==> src/rtl/seg_scan_ctrl.sv <==
// seg_scan_ctrl: time-multiplexed 7-segment digit scanner.
// Walks the digits with an IDLE / BLANK / SHOW sequence: every digit gets a
// short all-off blank (anti-ghosting) before its SHOW window. Per-digit value
// and enable registers are written through a simple strobe port. All outputs
// are registered, so they trail the internal state by one cycle.
// Optional blink feature: define SEG_SCAN_BLINK_EN to count frames and blank
// the masked digits during the off half of each blink period. Without it the
// blk_wr/blk_mask ports are present but ignored.
module seg_scan_ctrl #(
  parameter int DIGITS    = 8,
  parameter int SCAN_DIV  = 1000,
  parameter int BLANK_CYC = 16,
  parameter int BLINK_DIV = 32
) (
  input  logic              clk,
  input  logic              rst,
  input  logic              scan_en,
  input  logic              wr_en,
  input  logic [2:0]        wr_addr,
  input  logic [2:0]        wr_data,
  input  logic              wr_on,
  input  logic              blk_wr,
  input  logic [DIGITS-1:0] blk_mask,
  output logic [DIGITS-1:0] dig_sel,
  output logic [2:0]        dec_data,
  output logic              dec_en,
  output logic              frame_done
);

  localparam int CNT_MAX = (SCAN_DIV > BLANK_CYC) ? SCAN_DIV : BLANK_CYC;
  localparam int CW      = (CNT_MAX > 1) ? $clog2(CNT_MAX) : 1;
  localparam logic [CW-1:0] BLANK_LAST = CW'(BLANK_CYC - 1);
  localparam logic [CW-1:0] SHOW_LAST  = CW'(SCAN_DIV - 1);
  localparam logic [2:0]    IDX_LAST   = 3'(DIGITS - 1);

  typedef enum logic [1:0] {IDLE, BLANK, SHOW} state_t;

  state_t            state, state_nx;
  logic [CW-1:0]     cnt, cnt_nx;
  logic [2:0]        idx, idx_nx;
  logic              frame_end;

  logic [2:0]        val [DIGITS];
  logic [DIGITS-1:0] on;
  logic [DIGITS-1:0] blink_kill;

  logic [DIGITS-1:0] sel_p0;
  logic [2:0]        data_p0;
  logic              en_p0;
  logic [2:0]        cur_val;
  logic              cur_on;
  logic              cur_kill;

  // State register: scan state, per-window cycle counter and digit index
  always_ff @(posedge clk) begin
    if (rst) begin
      state <= IDLE;
      cnt   <= '0;
      idx   <= '0;
    end else begin
      state <= state_nx;
      cnt   <= cnt_nx;
      idx   <= idx_nx;
    end
  end

  // Next-state logic: dropping scan_en parks the scanner in IDLE at digit 0
  always_comb begin
    state_nx  = state;
    cnt_nx    = cnt;
    idx_nx    = idx;
    frame_end = 1'b0;
    if (!scan_en) begin
      state_nx = IDLE;
      cnt_nx   = '0;
      idx_nx   = '0;
    end else begin
      unique case (state)
        IDLE: begin
          state_nx = BLANK;
          cnt_nx   = '0;
          idx_nx   = '0;
        end
        BLANK: begin
          if (cnt == BLANK_LAST) begin
            state_nx = SHOW;
            cnt_nx   = '0;
          end else begin
            cnt_nx = cnt + 1'b1;
          end
        end
        SHOW: begin
          if (cnt == SHOW_LAST) begin
            state_nx = BLANK;
            cnt_nx   = '0;
            if (idx == IDX_LAST) begin
              idx_nx    = '0;
              frame_end = 1'b1;
            end else begin
              idx_nx = idx + 3'd1;
            end
          end else begin
            cnt_nx = cnt + 1'b1;
          end
        end
        default: begin
          state_nx = IDLE;
          cnt_nx   = '0;
          idx_nx   = '0;
        end
      endcase
    end
  end

  // Digit value/enable registers; addresses past the last digit match nothing
  always_ff @(posedge clk) begin
    if (rst) begin
      for (int i = 0; i < DIGITS; i++) val[i] <= '0;
      on <= '1;
    end else if (wr_en) begin
      for (int i = 0; i < DIGITS; i++) begin
        if (wr_addr == 3'(i)) begin
          val[i] <= wr_data;
          on[i]  <= wr_on;
        end
      end
    end
  end

`ifdef SEG_SCAN_BLINK_EN
  localparam int FW = (BLINK_DIV > 1) ? $clog2(BLINK_DIV) : 1;
  localparam logic [FW-1:0] FRM_LAST = FW'(BLINK_DIV - 1);

  logic [DIGITS-1:0] mask;
  logic              phase_on;
  logic [FW-1:0]     fcnt;

  // Blink mask load and frame counter that flips the blink phase
  always_ff @(posedge clk) begin
    if (rst) begin
      mask     <= '0;
      phase_on <= 1'b1;
      fcnt     <= '0;
    end else begin
      if (blk_wr) mask <= blk_mask;
      if (frame_end) begin
        if (fcnt == FRM_LAST) begin
          fcnt     <= '0;
          phase_on <= ~phase_on;
        end else begin
          fcnt <= fcnt + 1'b1;
        end
      end
    end
  end

  assign blink_kill = phase_on ? '0 : mask;
`else
  logic blink_unused;
  assign blink_unused = ^{blk_wr, blk_mask};
  assign blink_kill   = '0;
`endif

  // Output decode: only SHOW drives a digit strobe; anything else is blanked
  always_comb begin
    cur_val  = '0;
    cur_on   = 1'b0;
    cur_kill = 1'b0;
    sel_p0   = '1;
    data_p0  = '0;
    en_p0    = 1'b0;
    for (int i = 0; i < DIGITS; i++) begin
      if (idx == 3'(i)) begin
        cur_val  = val[i];
        cur_on   = on[i];
        cur_kill = blink_kill[i];
      end
    end
    if (scan_en && state == SHOW) begin
      for (int i = 0; i < DIGITS; i++) begin
        if (idx == 3'(i)) sel_p0[i] = 1'b0;
      end
      data_p0 = cur_val;
      en_p0   = cur_on & ~cur_kill;
    end
  end

  // ---- stage boundary: registered outputs ----
  // Output register stage
  always_ff @(posedge clk) begin
    if (rst) begin
      dig_sel    <= '1;
      dec_data   <= '0;
      dec_en     <= 1'b0;
      frame_done <= 1'b0;
    end else begin
      dig_sel    <= sel_p0;
      dec_data   <= data_p0;
      dec_en     <= en_p0;
      frame_done <= frame_end;
    end
  end

endmodule

==> config.mk <==
export PLATFORM = sky130hd
export DESIGN_NAME = seg_scan_ctrl
export DESIGN_NICKNAME = d
export VERILOG_FILES = /design/src/rtl/seg_scan_ctrl.sv
export SDC_FILE = /design/constraint.sdc
export NUM_CORES = 1
export LEC_CHECK = 0
export BUFFER_PORTS_ARGS = -buffer_cell sky130_fd_sc_hd__buf_2
export CAP_MARGIN = 20
export CORE_UTILIZATION = 60
export CTS_BUF_LIST = sky130_fd_sc_hd__clkbuf_8
export DETAILED_ROUTE_END_ITERATION = 10
export GPL_TIMING_DRIVEN = 0
export PLACE_DENSITY = 0.82
export REMOVE_ABC_BUFFERS = 1
export SLEW_MARGIN = 20
export SYNTH_ARGS = -nofsm -noshare
export SYNTH_HDL_FRONTEND = slang
export SYNTH_SLANG_ARGS = --single-unit
==> constraint.sdc <==
create_clock -name clk -period 2.2 [get_ports clk]
set_input_delay 0.11 -clock clk [delete_from_list [all_inputs] [get_ports clk]]
set_output_delay 0.11 -clock clk [all_outputs]
set_load 0.1 [all_outputs]
# Word-level counts from Yosys, hierarchy flattened
# Memory sizes are Yosys's and may differ from the RTL's.
# Cells that the tools add are included.
[word_totals]
inputBits = 20
mem_bits_rw = 24
n_memories = 1
wordCells = 144
register_bits = 36
[op_classes]
bitwise_logic = 13
n_mux = 76
n_eq_ne = 20
reduce_logical = 17
n_addsub = 2
[memory_table]
columns = ["name", "depth", "word_bits", "read_ports", "rd_clocked_by_memory_dff", "wr", "line", "text"]
rows = [
  ["val", 8, 3, 8, 0, 8, "43", "logic [2:0] val [DIGITS];"],
]
[op_table]
columns = ["op", "count"]
rows = [
  ["$mux 3", 18],
  ["$mux 1", 51],
  ["$eq 3x3->1 const B", 8],
  ["$mux 10", 2],
  ["$pmux 10 s2", 1],
  ["$reduce_and 2->1", 10],
  ["$eq 3x2->1 const B", 4],
  ["$add 10x1->10 const B", 1],
  ["$eq 10x10->1 const B", 1],
  ["$eq 10x4->1 const B", 1],
  ["$or 1x1->1", 8],
  ["$eq 3x1->1 const B", 2],
  ["$logic_not 3->1", 2],
  ["$pmux 2 s3", 1],
  ["$pmux 3 s2", 1],
  ["$not 1->1", 5],
  ["$mux 2", 2],
  ["$ne 2x2->1 const B", 2],
  ["$reduce_or 2->1", 2],
  ["$reduce_or 4->1", 1],
  ["$add 3x1->3 const B", 1],
  ["$eq 2x1->1 const B", 1],
  ["$eq 2x2->1 const B", 1],
  ["$logic_not 2->1", 1],
  ["$logic_and 1x1->1", 1],
]

# Longest topological paths before layout
# Gate-level depths: netlist of run 1.
[logic_depth]
depth_word = 9
mapped_depth = 8
mapped_depth_nobuf = 6

# Worst setup path after synthesis of run 1
# Ideal clock, no wire load.
[synth_timing]
path_type = "register to register"
from = "reg idx[2]"
to = "reg dec_data[0]"
setup_slack_ns = 0.297
n_path_buf = 1
setup_ns = 0.062
stages_incl_launch_ff = 8
t_arrival_ns = 1.840
required_time_ns = 2.138
synth_period_minus_slack_ns = 1.903
path_cell_list = "dfxtp_1 -> clkbuf_1 -> clkinv_1 -> ha_1 -> or2_2 -> a221oi_1 -> o221ai_1 -> nand3_1"
[synth_between]
elab_chain_len = 9
[synth_lines]
columns = ["element", "line", "text"]
rows = [
  ["start: declaration", "40", "logic [2:0] idx, idx_nx;"],
  ["start signal: assignment", "63", "idx <= idx_nx;"],
  ["$logic_not 3->1", "173", "if (idx == 3'(i)) begin"],
  ["$mux 3 (7 in series)", "173", ""],
  ["$mux 3 *", "173", ""],
  ["end signal: assignment", "198", "dec_data <= data_p0;"],
  ["end: declaration", "25", "output logic [2:0] dec_data,"],
]
# Every way passes the cells marked *; elsewhere a longest branch is shown, timed or not.
# A chain may end at the register's enable or synchronous reset.

# Final worst setup path of run 1
[layout_timing]
from = "reg idx[0]"
to = "reg dec_data[1]"
# Same word-level chain as after synthesis.

==> summary.md, run 1 <==
| Metric | Value |
|---|---|
| CTS root buffer | sky130_fd_sc_hd__clkbuf_8 |
| Final setup violation count | 0 |
| Number of clock sinks | 60 |
| Clock tree buffer depth | 2 |
| Total overflow reported by the global router | 0 |
| Number of design-rule violations left by the first detailed-router iteration | approximately 190 |
| Clock tree from TritonCTS | yes |
| Delay of the slowest cell on the worst path | 0.67 ns |
| Die H | a little under 70 um |
| Ratio of routed vias to standard cells | approximately 5.7 |
| Mapped Cells | around 280 |
| Critical-path cell with the highest stage delay | sky130_fd_sc_hd__nor4bb_1 |
| Element type at the critical path start | register |
| Required time of the worst setup path | 2.47 ns |
| Number of flops mapped to enable cells by yosys | 24 |
| Critical path class | register to register |
| Proportion of layout cells with a drive suffix above 1 | approximately an eighth |
| Hold violation total from the final report | 0 |
| Input/output buffers | 23 |
| RSZ-0062 raised after global routing | no |
| Highest ir drop seen on vdd | between 400 and 500 uV |
| Latest clock arrival within the worst-skew pair | roughly 0.33 ns |
| Data arrival time of the critical path | 2.28 ns |
| Final setup skew | roughly 0.007 ns |
| Detail-routed net length per standard cell | 14.5 um |
| Library cell appearing most often on the critical path | sky130_fd_sc_hd__ha_1 |
| Power per unit of standard cell area | just over 700 nW/um^2 |
| Number of synthesized register bits | 60 |
| Global-route wire length before repair | a little over 8000 um |
| Cell type with the highest aggregate area in the netlist | sky130_fd_sc_hd__dfxtp_1 |
| Count of synthesis-stage warnings from yosys | 0 |
| Leading post-synthesis cells by instance count | sky130_fd_sc_hd__nor2_1 (45), sky130_fd_sc_hd__dfxtp_1 (36), sky130_fd_sc_hd__nand2_1 (28), sky130_fd_sc_hd__edfxtp_1 (24), sky130_fd_sc_hd__inv_1 (19) |
| Average footprint of a synthesized cell | 9.65 um^2 |
| Area growth from synthesis to final layout | 11.2% |
| Crit-path max FO | 5 |
| Leakage component of the power | around 1.2 nW |
| CORE AREA | between 4000 and 5000 um^2 |
| Routed Antenna Nets | 0 |
| Ordered cell list for the critical path | ha_1 -> ha_1 -> nor4bb_1 -> o21a_1 -> o221ai_1 -> nand3_1 |
| Post-layout minimum cycle time | between 2 and 2.5 ns |
| GPL Wtd Cong | between 0.7 and 0.8 |
| Number of setup buffers added after CTS | 0 |
| Initial cell density of the core | between 60 and 70% |
| Count of pins over their slew limit | 0 |
| Max-Slew Margin vs Limit | roughly 50% |
| Worst Max-Slew Pin Slew | 0.735 ns |
| Area share of the largest cell type after synthesis | between 20% and 30% |
| Number of distinct library cells after synthesis | 38 |
| Met1 GRT Util | between 30% and 40% |
| Estimated wirelength of the detail-placed design | between 3000 and 4000 um |
| Die outline area | approximately 4700 um^2 |
| Sum Neg Setup Slack | 0 ns |
| DRC errors left | 0 |
| IO Pins | 33 |
| Ranking of synthesized cells by area | sky130_fd_sc_hd__dfxtp_1 (27%), sky130_fd_sc_hd__edfxtp_1 (27%), sky130_fd_sc_hd__nor2_1 (6.3%) |
| Max Clk Rate | approximately 0.50 GHz |
| Routing layer with the top usage in global route | met2 |
| Cell area after synthesis | 2680 um^2 |
| Largest net degree at the start of global routing | 23 |
| Vias | 2049 |
| Endpoint type of the worst setup path | register |
| Placement row count | 23 |
| Result of the run | complete, no violations |
| Global-route track usage on met2 | 35.4% |
| Detailed-route wire length | 5170 um |
| Antenna diodes | 0 |
| Final critical-path share of the clock period | roughly 91% |
| Total global-route track usage | roughly 25% |
| Proportion of synthesized flip-flops having asynchronous set or reset | 0% |
| Vias in the first global route | around 1800 |
| Main synth FF type | sky130_fd_sc_hd__dfxtp_1 |
| CTS Buf Count | 9 |
| Antenna violations before repair | 0 |
| Post-Route Hold Slack | 0.187 ns |
| Post-synthesis sequential area ratio | a little over half |
| Global Route met3 Usage | between 7 and 8% |
| Register clock-pin slew on the reported worst setup and hold paths | roughly 0.06 ns |
| Hold Crit Class | input pin to register |
| Max-Cap Viols | 0 |
| Total iterations of the first detailed-routing run | 4 |
| Chip Width | 68.9 um |
| Most frequently used cell type in the post-synthesis netlist | sky130_fd_sc_hd__nor2_1 |
| H-tree levels | 3 |
| Number of nets in the layout | ~330 |
-- layout by cell type (no fill, tap or decap) --
cell                       Yosys  final
sky130_fd_sc_hd__nand4_1       4      4
sky130_fd_sc_hd__a221oi_1      4      4
sky130_fd_sc_hd__dfxtp_1      36     35
sky130_fd_sc_hd__a211oi_1      1      1
sky130_fd_sc_hd__or4_1         1      1
sky130_fd_sc_hd__nor2b_1       4      4
sky130_fd_sc_hd__a211o_1       8      8
sky130_fd_sc_hd__nor4bb_1      1      1
sky130_fd_sc_hd__o211ai_2      1      1
sky130_fd_sc_hd__nor3b_1       1      1
sky130_fd_sc_hd__o21ai_0       4      4
sky130_fd_sc_hd__nor2_1       45     45
sky130_fd_sc_hd__and3_1        1      1
sky130_fd_sc_hd__a21oi_1      14     14
sky130_fd_sc_hd__nor3_1        4      4
sky130_fd_sc_hd__nand3_1      14     14
sky130_fd_sc_hd__xnor2_1       6      6
sky130_fd_sc_hd__or4_4         1      1
sky130_fd_sc_hd__nand3b_1      3      3
sky130_fd_sc_hd__clkinv_1      1      2
sky130_fd_sc_hd__o31ai_1       4      4
sky130_fd_sc_hd__clkinv_2      0      2
sky130_fd_sc_hd__o21a_1        3      3
sky130_fd_sc_hd__nand2b_1     13     13
sky130_fd_sc_hd__edfxtp_1     24     24
sky130_fd_sc_hd__inv_1        19     22
sky130_fd_sc_hd__nand2_1      28     28
sky130_fd_sc_hd__and2_1        1      1
sky130_fd_sc_hd__nand4b_1      1      1
sky130_fd_sc_hd__clkbuf_8      0     10
sky130_fd_sc_hd__dfxtp_2       0      1
sky130_fd_sc_hd__o41a_1        1      1
sky130_fd_sc_hd__buf_2         0     23
sky130_fd_sc_hd__o311ai_0      1      1
sky130_fd_sc_hd__or2_2         1      1
sky130_fd_sc_hd__xor2_1        2      2
sky130_fd_sc_hd__nor4_1        2      2
sky130_fd_sc_hd__ha_1         11     11
sky130_fd_sc_hd__o31a_1        1      1
sky130_fd_sc_hd__o221ai_1      3      3
-- repair_timing --
item	in CTS	in global routing
pin swaps	0	0
endpoints found under the hold margin	0	0
gates resized for setup	1	1
hold buffers	0	0
setup endpoints to repair	1	3
-- through the flow --
step	area [um^2]	utilization (%)	setup slack (ns)	cells	power (mW)
after global routing	2980	72.0	0.0500	358	2.17
after CTS	2980	72.0	0.112	358	2.12
after global placement	2820	68.0	0.0187	342	1.32
after floorplan	2640	-	0.338	269	1.29
after detailed placement	2820	68.0	0.00218	342	1.33
final	2980	72.0	0.197	358	2.11
-- metal layers --
layer	up-vias	routed length (um)
met4	0	69
met5	-	0
met3	8	343
met2	69	2370
met1	953	2400
li1	1019	-
-- worst max-delay path: cells and delay by family (launching register included) --
| family | cells | cell delay (ns) |
|---|---|---|
| AO/OA/AOI/OAI | 2 | 0.37 |
| AND/OR/NAND/NOR | 2 | 0.77 |
| flip-flops | 1 | 0.34 |
| adder cells (fa/ha/maj) | 2 | 0.46 |
-- report_power, final --
part	total (mW)	switching, mW	internal, mW	leakage, nW
registers	1.21	0.0152	1.20	0.524
logic	0.0913	0.0595	0.0318	0.548
clock network	0.803	0.387	0.417	0.0949
-- area by class of cell --
type,count,area (um^2)
clock inverters,6,23.8
repair buffers,23,115
clock buffers,10,138
flip-flops and latches,60,1440
well taps,50,62.6
multi-input cells,189,1120
fillers,331,1160
inverters,20,76.3
-- worst paths after layout --
check	start	to	slack [ns]	cells after the start
worst max-delay path	idx[0]$_SDFFE_PP0P_	dec_data[1]$_SDFF_PP0_	0.20	6
worst min register to register	cnt[0]$_SDFF_PP0_	cnt[0]$_SDFF_PP0_	0.46	1
worst min-delay path	scan_en	state[0]$_SDFFE_PP0P_	0.19	3
worst max register to register	idx[0]$_SDFFE_PP0P_	dec_data[1]$_SDFF_PP0_	0.20	6
-- flip-flops by register name, summed over array words and instances, names as in the netlist --
register and cells:
cnt 10, on 8, idx 3, frame_done 1, val 24, dig_sel 8
dec_en 1, dec_data 3, state 2
-- kinds of logic (layout without fill, tap and decap cells) --
logic type	count (synthesis)	in the layout	synth area share [%]
AND/OR/NAND/NOR	125	125	22.2
flip-flops	60	60	53.7
AO/OA/AOI/OAI	45	45	12.0
buffers and inverters	29	59	4.34
adder cells (fa/ha/maj)	11	11	5.13
XOR/XNOR	8	8	2.61
Note: power is estimated with default switching activity, not from simulation.
==> run 2: changes to the inputs <==
- ABC_AREA: not set -> 1
==> summary.md, run 2 <==
| Metric | Value |
|---|---|
| Area share of and/or/nand/nor cells after synthesis | 29.3% (+7.2 points) |
| Net switching component of the power | 0.501 mW (+8.7%) |
| Combinational cell fraction of total power | 5.5% (+1.2 points) |
| Hold Crit Class | input pin to register |
| Power per unit of standard cell area | 702 nW/um^2 (-0.52%) |
| Vias in the first global route | 2053 (+14%) |
| Fin util | 71.0% (-1.0 points) |
| Highest ir drop seen on vdd | 514 uV (+6.0%) |
| Total iterations of the first detailed-routing run | 4 (unchanged) |
| Least setup slack across all paths after layout | 0.518 ns (+0.321 ns) |
| H-tree levels | 3 (unchanged) |
| Setup Slack @ Placement | 0.593 ns (+0.591 ns) |
| Number of buffers inserted by hold repair at cts | 1 (+1) |
| Total global-route track usage | 24.9% (+0.087 points) |
| CTS Buf Count | 9 (unchanged) |
| CORE AREA | 4380 um^2 (+5.8%) |
| Register clock-pin slew on the reported worst setup and hold paths | 0.07 ns (about the same) |
| Chip Width | 69.8 um (+1.3%) |
| Library cell appearing most often on the critical path | sky130_fd_sc_hd__nand2_1 |
| Estimated wirelength of the detail-placed design | 3810 um (+4.0%) |
| Fraction of power consumed by sequential logic | 55.4% (-2.1 points) |
| Final critical-path share of the clock period | 76.5% (-15 points) |
| Post-layout minimum cycle time | 1.68 ns (-0.321 ns) |
| Proportion of layout cells with a drive suffix above 1 | 13.2% (+0.50 points) |
| Dominant combinational cell family by area after synthesis | simple AND/OR/NAND/NOR gates |
| Global-route wire length before repair | 9170 um (+12%) |
| Area share of the largest cell type after synthesis | 26.2% (-0.70 points) |
| Worst Max-Slew Pin Slew | 0.584 ns (-0.151 ns) |
| Data arrival time of the critical path | 1.96 ns (-0.32 ns) |
| Cell type with the highest aggregate area in the netlist | sky130_fd_sc_hd__dfxtp_1 |
| Final setup skew | 0.0121 ns (+0.00501 ns) |
| Number of clock sinks | 60 (unchanged) |
| Critical-path cell with the highest stage delay | sky130_fd_sc_hd__dfxtp_1 |
| Post-synthesis compound-gate area fraction | 4.63% (-7.4 points) |
| Routed Antenna Nets | 0 (unchanged) |
| Detailed-route wire length | 5380 um (+4.1%) |
| Leakage component of the power | 1.43 nW (+22%) |
| Cell area after synthesis | 2750 um^2 (+2.7%) |
| GPL Wtd Cong | 0.848 (+6.8%) |
| Die H | 69.8 um (+1.3%) |
| Initial cell density of the core | 62.8% (-1.9 points) |
| Total overflow reported by the global router | 0 (unchanged) |
| Most frequent cells in the layout | sky130_fd_sc_hd__nand2_1 (99), sky130_fd_sc_hd__nor2_1 (62), sky130_fd_sc_hd__inv_1 (48) |
| CP top delay family | flip-flops |
| Crit-path max FO | 8 (+3) |
| Post-synthesis sequential area ratio | 52.3% (-1.4 points) |
| Delay of the slowest cell on the worst path | 0.50 ns (-0.17 ns) |
| Switching Share | 22.9% (+1.0 points) |
| Mapped Cells | 341 (+23%) |
| Number of distinct library cells after synthesis | 22 (-42%) |
| P_int | 1.68 mW (+2.4%) |
| Latest clock arrival within the worst-skew pair | 0.34 ns (about the same) |
| Multiplexer area fraction after synthesis | 0% (unchanged) |
| Largest net degree at the start of global routing | 20 (-13%) |
| Vias | 2202 (+7.5%) |
| Average footprint of a synthesized cell | 8.08 um^2 (-16%) |
| Critical path class | register to register |
| Max-Slew Margin vs Limit | 60.7% (+10 points) |
| Final setup violation count | 0 (unchanged) |
| Number of nets in the layout | 406 (+22%) |
| Placement row count | 24 (+4.3%) |
| Antenna diodes | 0 (unchanged) |
| Count of synthesis-stage warnings from yosys | 0 (unchanged) |
| Ratio of routed vias to standard cells | 5.10 (-11%) |
| Register with the highest flop count | val |
| Ranking of synthesized cells by area | sky130_fd_sc_hd__dfxtp_1 (26%), sky130_fd_sc_hd__edfxtp_1 (26%), sky130_fd_sc_hd__nand2_1 (13%) |
| Number of design-rule violations left by the first detailed-router iteration | 150 (-19%) |
| Count of pins over their slew limit | 0 (unchanged) |
| CTS root buffer | sky130_fd_sc_hd__clkbuf_8 |
| Element type at the critical path start | register |
| Largest regs | val (24), cnt (10) |
| Number of flops mapped to enable cells by yosys | 24 (unchanged) |
| Main synth FF type | sky130_fd_sc_hd__dfxtp_1 |
| DRC errors left | 0 (unchanged) |
| Detail-routed net length per standard cell | 12.5 um (-14%) |
| Adder-Cell Fraction of Synth Area | 5.00% (-0.13 points) |
| Power share of the clock group | 39.1% (+1.0 points) |
| Number of setup buffers added after CTS | 0 (unchanged) |
| Most common cell after layout, fill and taps aside | sky130_fd_sc_hd__nand2_1 |
| Hold violation total from the final report | 0 (unchanged) |
| Clock tree from TritonCTS | yes |
| PnR Total Power | 2.19 mW (+3.8%) |
| Result of the run | complete, no violations |
| Clock tree buffer depth | 2 (unchanged) |
| Antenna violations before repair | 0 (unchanged) |
| IO Pins | 33 (unchanged) |
| Ordered cell list for the critical path | inv_1 -> ha_1 -> inv_1 -> o21ai_0 -> inv_1 -> nand2_1 -> nand2_1 -> nand2_1 -> nand2_1 -> nand2_1 -> nand2_1 |
| Required time of the worst setup path | 2.48 ns (about the same) |
| Die outline area | 4870 um^2 (+2.6%) |
| Leading post-synthesis cells by instance count | sky130_fd_sc_hd__nand2_1 (99), sky130_fd_sc_hd__nor2_1 (62), sky130_fd_sc_hd__inv_1 (46), sky130_fd_sc_hd__dfxtp_1 (36), sky130_fd_sc_hd__edfxtp_1 (24) |
| Crit path buf inv count | 3 (+3) |
| Post-cts gate resize count | 0 (-1) |
| RSZ-0062 raised after global routing | no |
| XOR/XNOR Fraction of Synth Area | 1.91% (-0.70 points) |
| Area growth from synthesis to final layout | 13.0% |
| Largest register FFs | 24 (unchanged) |
| Endpoint type of the worst setup path | register |
| Max Clk Rate | 0.594 GHz (+19%) |
| Proportion of synthesized flip-flops having asynchronous set or reset | 0% (unchanged) |
| Sum Neg Setup Slack | 0 ns (unchanged) |
| Max-Cap Viols | 0 (unchanged) |
| Input/output buffers | 23 (unchanged) |
| Number of synthesized register bits | 60 (unchanged) |
| Most frequently used cell type in the post-synthesis netlist | sky130_fd_sc_hd__nand2_1 |
==> run 2: cell count changes after synthesis, moves of 6 or more <==
| cell | previous run | this run |
|---|---|---|
| sky130_fd_sc_hd__o211ai_1 | 0 | 7 |
| sky130_fd_sc_hd__nand2_1 | 28 | 99 |
| sky130_fd_sc_hd__nor2_1 | 45 | 62 |
| sky130_fd_sc_hd__a21oi_1 | 14 | 6 |
| sky130_fd_sc_hd__xnor2_1 | 6 | 0 |
| sky130_fd_sc_hd__inv_1 | 19 | 46 |
| sky130_fd_sc_hd__clkbuf_1 | 8 | 0 |
| sky130_fd_sc_hd__nand2b_1 | 13 | 0 |
| sky130_fd_sc_hd__a211o_1 | 8 | 0 |
==> run 2: logic make-up (layout without fill, tap and decap cells) <==
family | Yosys count | in the layout
AND/OR/NAND/NOR | 192 | 192
flip-flops | 60 | 60
buffers and inverters | 50 | 89
AO/OA/AOI/OAI | 22 | 22
adder cells (fa/ha/maj) | 11 | 11
XOR/XNOR | 6 | 6
==> run 2: power groups by stage <==
stage,logic (mW),clock network (mW),registers [mW]
finish,0.119,0.854,1.21
global route,0.135,0.918,1.22
CTS,0.119,0.865,1.21
detailed placement,0.117,0,1.24
global placement,0.113,0,1.23
floorplan,0.0773,0,1.23
==> run 2: area by class of cell <==
| class | instances | area [um^2] |
|---|---|---|
| flip-flops and latches | 60 | 1440 |
| fillers | 345 | 1270 |
| multi-input cells | 231 | 1120 |
| inverters | 49 | 184 |
| clock buffers | 11 | 151 |
| repair buffers | 24 | 125 |
| well taps | 52 | 65.1 |
| clock inverters | 5 | 20.0 |
==> run 2: path summary, 6_finish.rpt <==
| check | end | start | cells after the start | slack (ns) |
|---|---|---|---|---|
| setup / recovery | dec_data[0]$_SDFF_PP0_ | idx[2]$_SDFFE_PP0P_ | 11 | 0.52 |
| hold / removal | on[6]$_SDFFE_PP1P_ | wr_on | 3 | 0.01 |
| setup reg to reg | dec_data[0]$_SDFF_PP0_ | idx[2]$_SDFFE_PP0P_ | 11 | 0.52 |
| hold reg to reg | dec_data[2]$_SDFF_PP0_ | val[1][11]$_DFFE_PP_ | 2 | 0.46 |
==> run 2: stage by stage <==
stage,cells,instance area (um^2),hold slack (ns)
CTS,432,3110,0.00748
detailed placement,415,2930,0.349
floorplan,340,2750,0.210
global route,432,3110,0.0273
global placement,415,2930,0.328
finish,432,3110,0.0111
==> run 2: routing by layer <==
metal  track usage [%]  wire length [um]
met5                 0                 0
met4              11.1               140
met3              6.98               267
met2              42.2              2690
met1              29.3              2280
==> run 2: worst min-delay path, cell delays in order <==
cell and delay, ns:
sky130_fd_sc_hd__buf_2 0.09, sky130_fd_sc_hd__a21oi_1 0.06, sky130_fd_sc_hd__o21ai_0 0.06
